<file path="src/rtl/ofs_fim_pcie_ss_sb2ib.sv">
// Side-band to in-band header converter: re-inserts the SOP header into tdata, shifting payload by H bytes.
// Optional payload length checker enabled by `define OFS_FIM_PCIE_SS_SB2IB_LEN_CHECK_EN.
module ofs_fim_pcie_ss_sb2ib #(
  parameter int DATA_WIDTH = 512,
  parameter int HDR_WIDTH  = 256
) (
  input  logic                      clk,
  input  logic                      rst,
  input  logic                      in_tvalid,
  output logic                      in_tready,
  input  logic [DATA_WIDTH-1:0]     in_tdata,
  input  logic [DATA_WIDTH/8-1:0]   in_tkeep,
  input  logic                      in_tlast,
  input  logic [HDR_WIDTH:0]        in_tuser_vendor,
  output logic                      out_tvalid,
  input  logic                      out_tready,
  output logic [DATA_WIDTH-1:0]     out_tdata,
  output logic [DATA_WIDTH/8-1:0]   out_tkeep,
  output logic                      out_tlast,
  output logic                      out_tuser_vendor,
  output logic                      err_len
);

  localparam int KW = DATA_WIDTH / 8;
  localparam int H  = HDR_WIDTH / 8;
  localparam int L  = KW - H;

  typedef enum logic [1:0] {
    ST_SOP   = 2'd0,
    ST_MID   = 2'd1,
    ST_FLUSH = 2'd2
  } state_t;

  state_t                r_state;
  logic [HDR_WIDTH-1:0]  r_carry_data;
  logic [H-1:0]          r_carry_keep;

  logic                  w_free;
  logic                  w_acc;
  logic [HDR_WIDTH-1:0]  w_low_data;
  logic [H-1:0]          w_low_keep;
  logic [HDR_WIDTH-1:0]  w_next_carry_data;
  logic [H-1:0]          w_next_carry_keep;

  // Handshake: a beat moves on a port when valid && ready at a rising clk; valid never waits on ready,
  // and the output beat is held unchanged until taken.
  assign w_free     = !out_tvalid || out_tready;
  assign in_tready  = w_free && (r_state != ST_FLUSH);
  assign w_acc      = in_tvalid && in_tready;

  // The low H bytes of an output beat come from the header on SOP, else from the previous beat's tail.
  assign w_low_data        = (r_state == ST_SOP) ? in_tuser_vendor[HDR_WIDTH:1] : r_carry_data;
  assign w_low_keep        = (r_state == ST_SOP) ? {H{1'b1}} : r_carry_keep;
  assign w_next_carry_data = in_tdata[DATA_WIDTH-1 -: HDR_WIDTH];
  assign w_next_carry_keep = in_tkeep[KW-1 -: H];

  always_ff @(posedge clk or posedge rst) begin
    if (rst) begin
      r_state          <= ST_SOP;
      r_carry_data     <= '0;
      r_carry_keep     <= '0;
      out_tvalid       <= 1'b0;
      out_tdata        <= '0;
      out_tkeep        <= '0;
      out_tlast        <= 1'b0;
      out_tuser_vendor <= 1'b0;
    end else begin
      if (out_tvalid && out_tready) begin
        out_tvalid <= 1'b0;
      end
      case (r_state)
        ST_SOP, ST_MID: begin
          if (w_acc) begin
            out_tvalid   <= 1'b1;
            out_tdata    <= {in_tdata[L*8-1:0], w_low_data};
            out_tkeep    <= {in_tkeep[L-1:0], w_low_keep};
            if (r_state == ST_SOP) begin
              out_tuser_vendor <= in_tuser_vendor[0];
            end
            r_carry_data <= w_next_carry_data;
            r_carry_keep <= w_next_carry_keep;
            if (in_tlast && (w_next_carry_keep == '0)) begin
              out_tlast <= 1'b1;
              r_state   <= ST_SOP;
            end else if (in_tlast) begin
              out_tlast <= 1'b0;
              r_state   <= ST_FLUSH;
            end else begin
              out_tlast <= 1'b0;
              r_state   <= ST_MID;
            end
          end
        end
        ST_FLUSH: begin
          if (w_free) begin
            out_tvalid   <= 1'b1;
            out_tdata    <= {{(L*8){1'b0}}, r_carry_data};
            out_tkeep    <= {{L{1'b0}}, r_carry_keep};
            out_tlast    <= 1'b1;
            r_carry_keep <= '0;
            r_state      <= ST_SOP;
          end
        end
        default: r_state <= ST_SOP;
      endcase
    end
  end

`ifdef OFS_FIM_PCIE_SS_SB2IB_LEN_CHECK_EN
  localparam int CW = 20;

  logic [HDR_WIDTH-1:0] w_hdr;
  logic                 w_sop;
  logic [CW-1:0]        w_beat_bytes;
  logic [10:0]          w_hdr_dw;
  logic                 w_dp;
  logic [10:0]          w_exp_dw;
  logic [CW-1:0]        w_total_bytes;
  logic                 r_dp;
  logic [10:0]          r_exp_dw;
  logic [CW-1:0]        r_bytes;

  assign w_hdr = in_tuser_vendor[HDR_WIDTH:1];
  assign w_sop = (r_state == ST_SOP);

  always_comb begin
    w_beat_bytes = '0;
    for (int i = 0; i < KW; i++) begin
      w_beat_bytes = w_beat_bytes + CW'(in_tkeep[i]);
    end
  end

  // A zero length field encodes the maximum of 1024 DW.
  assign w_hdr_dw      = ({w_hdr[17:16], w_hdr[31:24]} == 10'd0) ? 11'd1024
                                                                 : {1'b0, w_hdr[17:16], w_hdr[31:24]};
  assign w_dp          = w_sop ? w_hdr[6]  : r_dp;
  assign w_exp_dw      = w_sop ? w_hdr_dw  : r_exp_dw;
  assign w_total_bytes = (w_sop ? '0 : r_bytes) + w_beat_bytes;

  always_ff @(posedge clk or posedge rst) begin
    if (rst) begin
      r_dp     <= 1'b0;
      r_exp_dw <= '0;
      r_bytes  <= '0;
      err_len  <= 1'b0;
    end else if (w_acc) begin
      r_dp     <= w_dp;
      r_exp_dw <= w_exp_dw;
      r_bytes  <= w_total_bytes;
      if (in_tlast && w_dp && (w_total_bytes[CW-1:2] != (CW-2)'(w_exp_dw))) begin
        err_len <= 1'b1;
      end
    end
  end
`else
  assign err_len = 1'b0;
`endif

endmodule

</file>
<file path="config.mk">
export PLATFORM = sky130hd
export DESIGN_NAME = ofs_fim_pcie_ss_sb2ib
export DESIGN_NICKNAME = d
export VERILOG_FILES = /design/src/rtl/ofs_fim_pcie_ss_sb2ib.sv
export SDC_FILE = /design/constraint.sdc
export NUM_CORES = 2
export LEC_CHECK = 0
export ABC_AREA = 1
export ABC_CLOCK_PERIOD_IN_PS = 33000
export CAP_MARGIN = 20
export CORE_AREA = 3 3 558 560
export DETAILED_ROUTE_END_ITERATION = 8
export DIE_AREA = 0 0 561 563
export SETUP_SLACK_MARGIN = 0.1
export SYNTH_ARGS = -nofsm -noshare
export SYNTH_HDL_FRONTEND = slang
export SYNTH_SLANG_ARGS = --single-unit
</file>
<file path="constraint.sdc">
create_clock -name clk -period 33 [get_ports clk]
set_input_delay 6.6 -clock clk [delete_from_list [all_inputs] [get_ports clk]]
set_output_delay 6.6 -clock clk [all_outputs]
set_load 0.01 [all_outputs]
</file>
Word level (Yosys, flattened, before mapping)
Index checks and enable logic that the tools add are counted.
- bits in registers: 869
- latch bits: 0
- bits in writable memories: 0
- ROM bits: 0
- bits of input ports: 838
- output and inout port bits: 581
- word-level logic and storage cells: 51
- memories: 0
- $add $sub $neg: 0
- multipliers: 0
- div/mod/pow operators: 0
- magnitude comparators: 0
- eq/ne operators: 5
- shift-type cells: 0
- muxes and demuxes: 24
- bitwise gates (word level): 0
- reductions and logical operators: 14
- operators by type and width (kind ; count):
    two-way mux 512 bit ; 2
    one-hot mux 512 bit (2 select lines) ; 1
    two-way mux 256 bit ; 1
    two-way mux 64 bit ; 2
    one-hot mux 64 bit (2 select lines) ; 1
    two-way mux 32 bit ; 3
    one-hot mux 32 bit (2 select lines) ; 1
    zero test 32 bit ; 1
    two-way mux 2 bit ; 4
    two-way mux 1 bit ; 6
    != test 2 bit (second input constant) ; 3
    AND reduction 3 bit ; 2
    logical AND 1 bit ; 4
    one-hot mux 1 bit (2 select lines) ; 2
    one-hot mux 2 bit (2 select lines) ; 1
    AND reduction 2 bit ; 2
    == test 2 x 1 -> 1 bit (second input constant) ; 1
    == test 2 bit (second input constant) ; 1
    zero test 2 bit ; 1
    nonzero test 2 bit ; 1
    OR reduction 2 bit ; 1
    zero test 1 bit ; 1
    logical OR 1 bit ; 1

Depth between registers and ports, before layout
- depth after elaboration: 6
- depth in mapped cells: 9
- mapped depth without buffers: 8

Least setup slack after synthesis
OpenSTA, ideal clock, no wires.
- path kind: input-to-output
- start: in out_tready
- end: out in_tready
- data arrival time: 6.871 ns
- required time: 26.400 ns
- path slack: 19.529 ns
- cell stages on the path: 4
- buffers on the path: 0
- cells stage by stage: inv_1 -> nand2_1 -> nand2_1 -> inv_1
- cells in the longest elaborated chain, start to end: 2
- ends and longest elaborated chain (item ; RTL line ; source):
    from (decl) ; 16 ; input logic out_tready,
    logical OR 1 bit ; 47 ; assign w_free = !out_tvalid || out_tready;
    logical AND 1 bit ; 48 ; assign in_tready = w_free && (r_state != ST_FLUSH);
    to (decl) ; 10 ; output logic in_tready,
Every way passes these cells.

Worst setup path after layout
Same ends and word-level chain as after synthesis.

==> run metrics <==
outcome=finished, final reports clean; CTS sink cnt=869; synthesis-stage register bit count=869; Area Growth Syn to Fin=63.1%; Ports=1419; fmax=0.0655 GHz; maxcap violations=0; total number of vias=33.7k; Crit. End Element=primary output; FP Rows=203; largest net degree at the start of global routing=166; Power Density=74.9 nW/µm²; Sw Pwr=1.58 mW; DRT antenna net count=0; reg-to-reg slack, setup=27.85 ns; register area share after synthesis=61.3%; Pint=2.75 mW; grt ovf=0; antenna violations before repair=97; HP Class=flip-flop to flip-flop; met1 Usage GRT=17.8%; Peak VDD IR=42.0 µV; Setup CP Type=input port to primary output; Post-Syn Instances=4054; endpoints failing setup=0; met2 global-route usage=22.5%; Fin Setup TNS=0 ns; final hold vios=0; Max-Slew Margin vs Limit=22.3%; startpoint types=input port; first-pass GRT wire length=315000 µm; Clock Skews=0.0665 ns; DRC violation total after the first TritonRoute iteration=2702; DR vias/cell=3.52; core area=306000 µm²; DR WL/cell=25.4 µm; DRT Pass-1 Iters=6; clock share of power=30.5%; Worst Setup EP=in_tready; DRC viols=0; synth warn=0; Post-CTS Setup Bufs=0; cts hold-fix bufs=0; die width=561 µm; Final GP Congestion=0.930; Worst Path Arrival=8.67 ns; Final period util=46.3%; Clock Latency Late Sink=0.83 ns; leakage=24.4 nW; Reg clk slew, reported paths=0.06 ns; share of layout cells above drive strength 1=4.43%; final WL=243000 µm; GR met3 Demand/Resource=8.14%; combinational fraction of design power=34.1%; Final HPWL DP=196000 µm; H-tree lvl count=3; Synthesized Nets=4892; clock buffer depth=4; crit path time final=15.27 ns; Worst Path Max Fanout=5; clk root buf=clkbuf_16; Crit path required time=26.40 ns; Seq pwr share=35.4%; cells on worst reg2reg path=7; RSZ-0062 raised after global routing=no; CTS resizes=0; CTS tree=done; switching share of power=36.5%; Top Usage Layer GRT=met2; Die H=563 µm; Reg-to-Reg Start=r_state[1]; Initial Util=11.6%; critical path's slowest cell=clkdlybuf4s50_1; Die ar.=316000 µm²; slowest stage delay, CP=0.63 ns; max-slew violation count=0; Total GRT Usage=14.7%; Final Util=18.9%; CTS Buf Count=111; post-synthesis cell area=35500 µm²; Worst R2R End=out_tdata[37]; crit path cell chain=clkdlybuf4s50_1, inv_1, nand2_1, nand2_1, inv_1, clkdlybuf4s50_1; PortBufs=1417; Total Nets Final=6189; crit path launch=out_tready; post-synthesis average cell area=8.75 µm²; count of unique library cells instantiated by Yosys=21; worst slew pin tran=1.15 ns; vias in the first global route=32.9k
metrics by stage:
| stage | power, mW | setup slack (ns) | hold WS (ns) | cells | cell area (µm²) |
|---|---|---|---|---|---|
| 2_1_floorplan | 2.02 | 1.98 | 0.443 | 4054 | 35500 |
| 3_3_place_gp | 3.06 | 17.58 | 0.456 | 9337 | 53800 |
| 3_5_place_dp | 3.07 | 17.61 | 0.459 | 9337 | 53800 |
| 4_1_cts | 4.43 | 17.60 | 0.475 | 9537 | 57800 |
| 5_1_grt | 4.59 | 17.64 | 0.483 | 9542 | 57800 |
| 6_report | 4.33 | 17.73 | 0.472 | 9560 | 57800 |
sequential cells by signal, summed over array words and instances (netlist names):
register / cells
out_tdata: 512
out_tkeep: 64
out_tlast: 1
out_tuser_vendor: 1
out_tvalid: 1
r_carry_data: 256
r_carry_keep: 32
r_state: 2
power groups by stage:
stage	registers, mW	logic [mW]	clock network, mW
global placement	1.54	1.52	0
CTS	1.54	1.53	1.37
global route	1.57	1.61	1.40
detailed placement	1.55	1.52	0
finish	1.53	1.48	1.32
floorplan	1.61	0.413	0
cells in the mapped netlist (all sizes together):
library cell	count	area [µm²]
or2	1	6.26
a21oi	33	165
o22ai	20	125
o21ai	558	2790
a31oi	256	1600
dfrtp	869	21700
a21boi	1	11.3
nand3	4	20.0
nand4	1	6.26
nor2	335	1260
and2	1	6.26
clkbuf	113	424
inv	347	1300
buf	167	927
nand2	1347	5060
conb	1	3.75
layout make-up:
class                           count  area, µm²
Timing Repair Buffer             1464      14600
Clock inverter                     51        782
Multi-Input combinational cell   2558      11100
Tap cell                         4100       5130
Inverter                          347       1320
Clock buffer                      149       3130
Sequential cell                   869      21800
Antenna cell                       22       55.1
Fill cell                       34300     248000
worst min-delay path by stage:
stage / from / end / cells after the start
finish: r_carry_data[215] / r_carry_data[215] / 2
global route: r_carry_data[253] / r_carry_data[253] / 2
CTS: r_carry_data[211] / r_carry_data[211] / 2
detailed placement: r_carry_data[188] / r_carry_data[188] / 2
global placement: r_carry_data[17] / r_carry_data[17] / 2
floorplan: r_carry_data[0] / r_carry_data[0] / 2
worst max-delay path: cells and delay by family:
kind          cells  cell delay (ns)
buf+inv           4             1.68
simple gates      2             0.38
layout by cell type, fill, tap and decap left out, types with 33 or more instances in the layout:
cell	n
clkdlybuf4s50_1	1416
nand2_1	1347
dfrtp_1	867
o21ai_0	558
inv_1	343
nor2_1	334
a31oi_1	256
clkbuf_16	111
buf_4	44
a21oi_1	33
routing by layer:
layer  vias to the layer above  part of all wire, %
met4                        34                  2.5
met3                       283                   13
met2                      1549                   43
met1                     16300                   41
li1                      15500                    -
met5                         -                0.090
logic make-up after synthesis:
group                  share of synthesized area (%)
and+or+nand+nor                                 17.9
DFF                                             61.3
AOI/OAI and AO/OA                               13.2
buffers and inverters                           7.48
other                                         0.0106
Power figures use the tool's default switching activity.
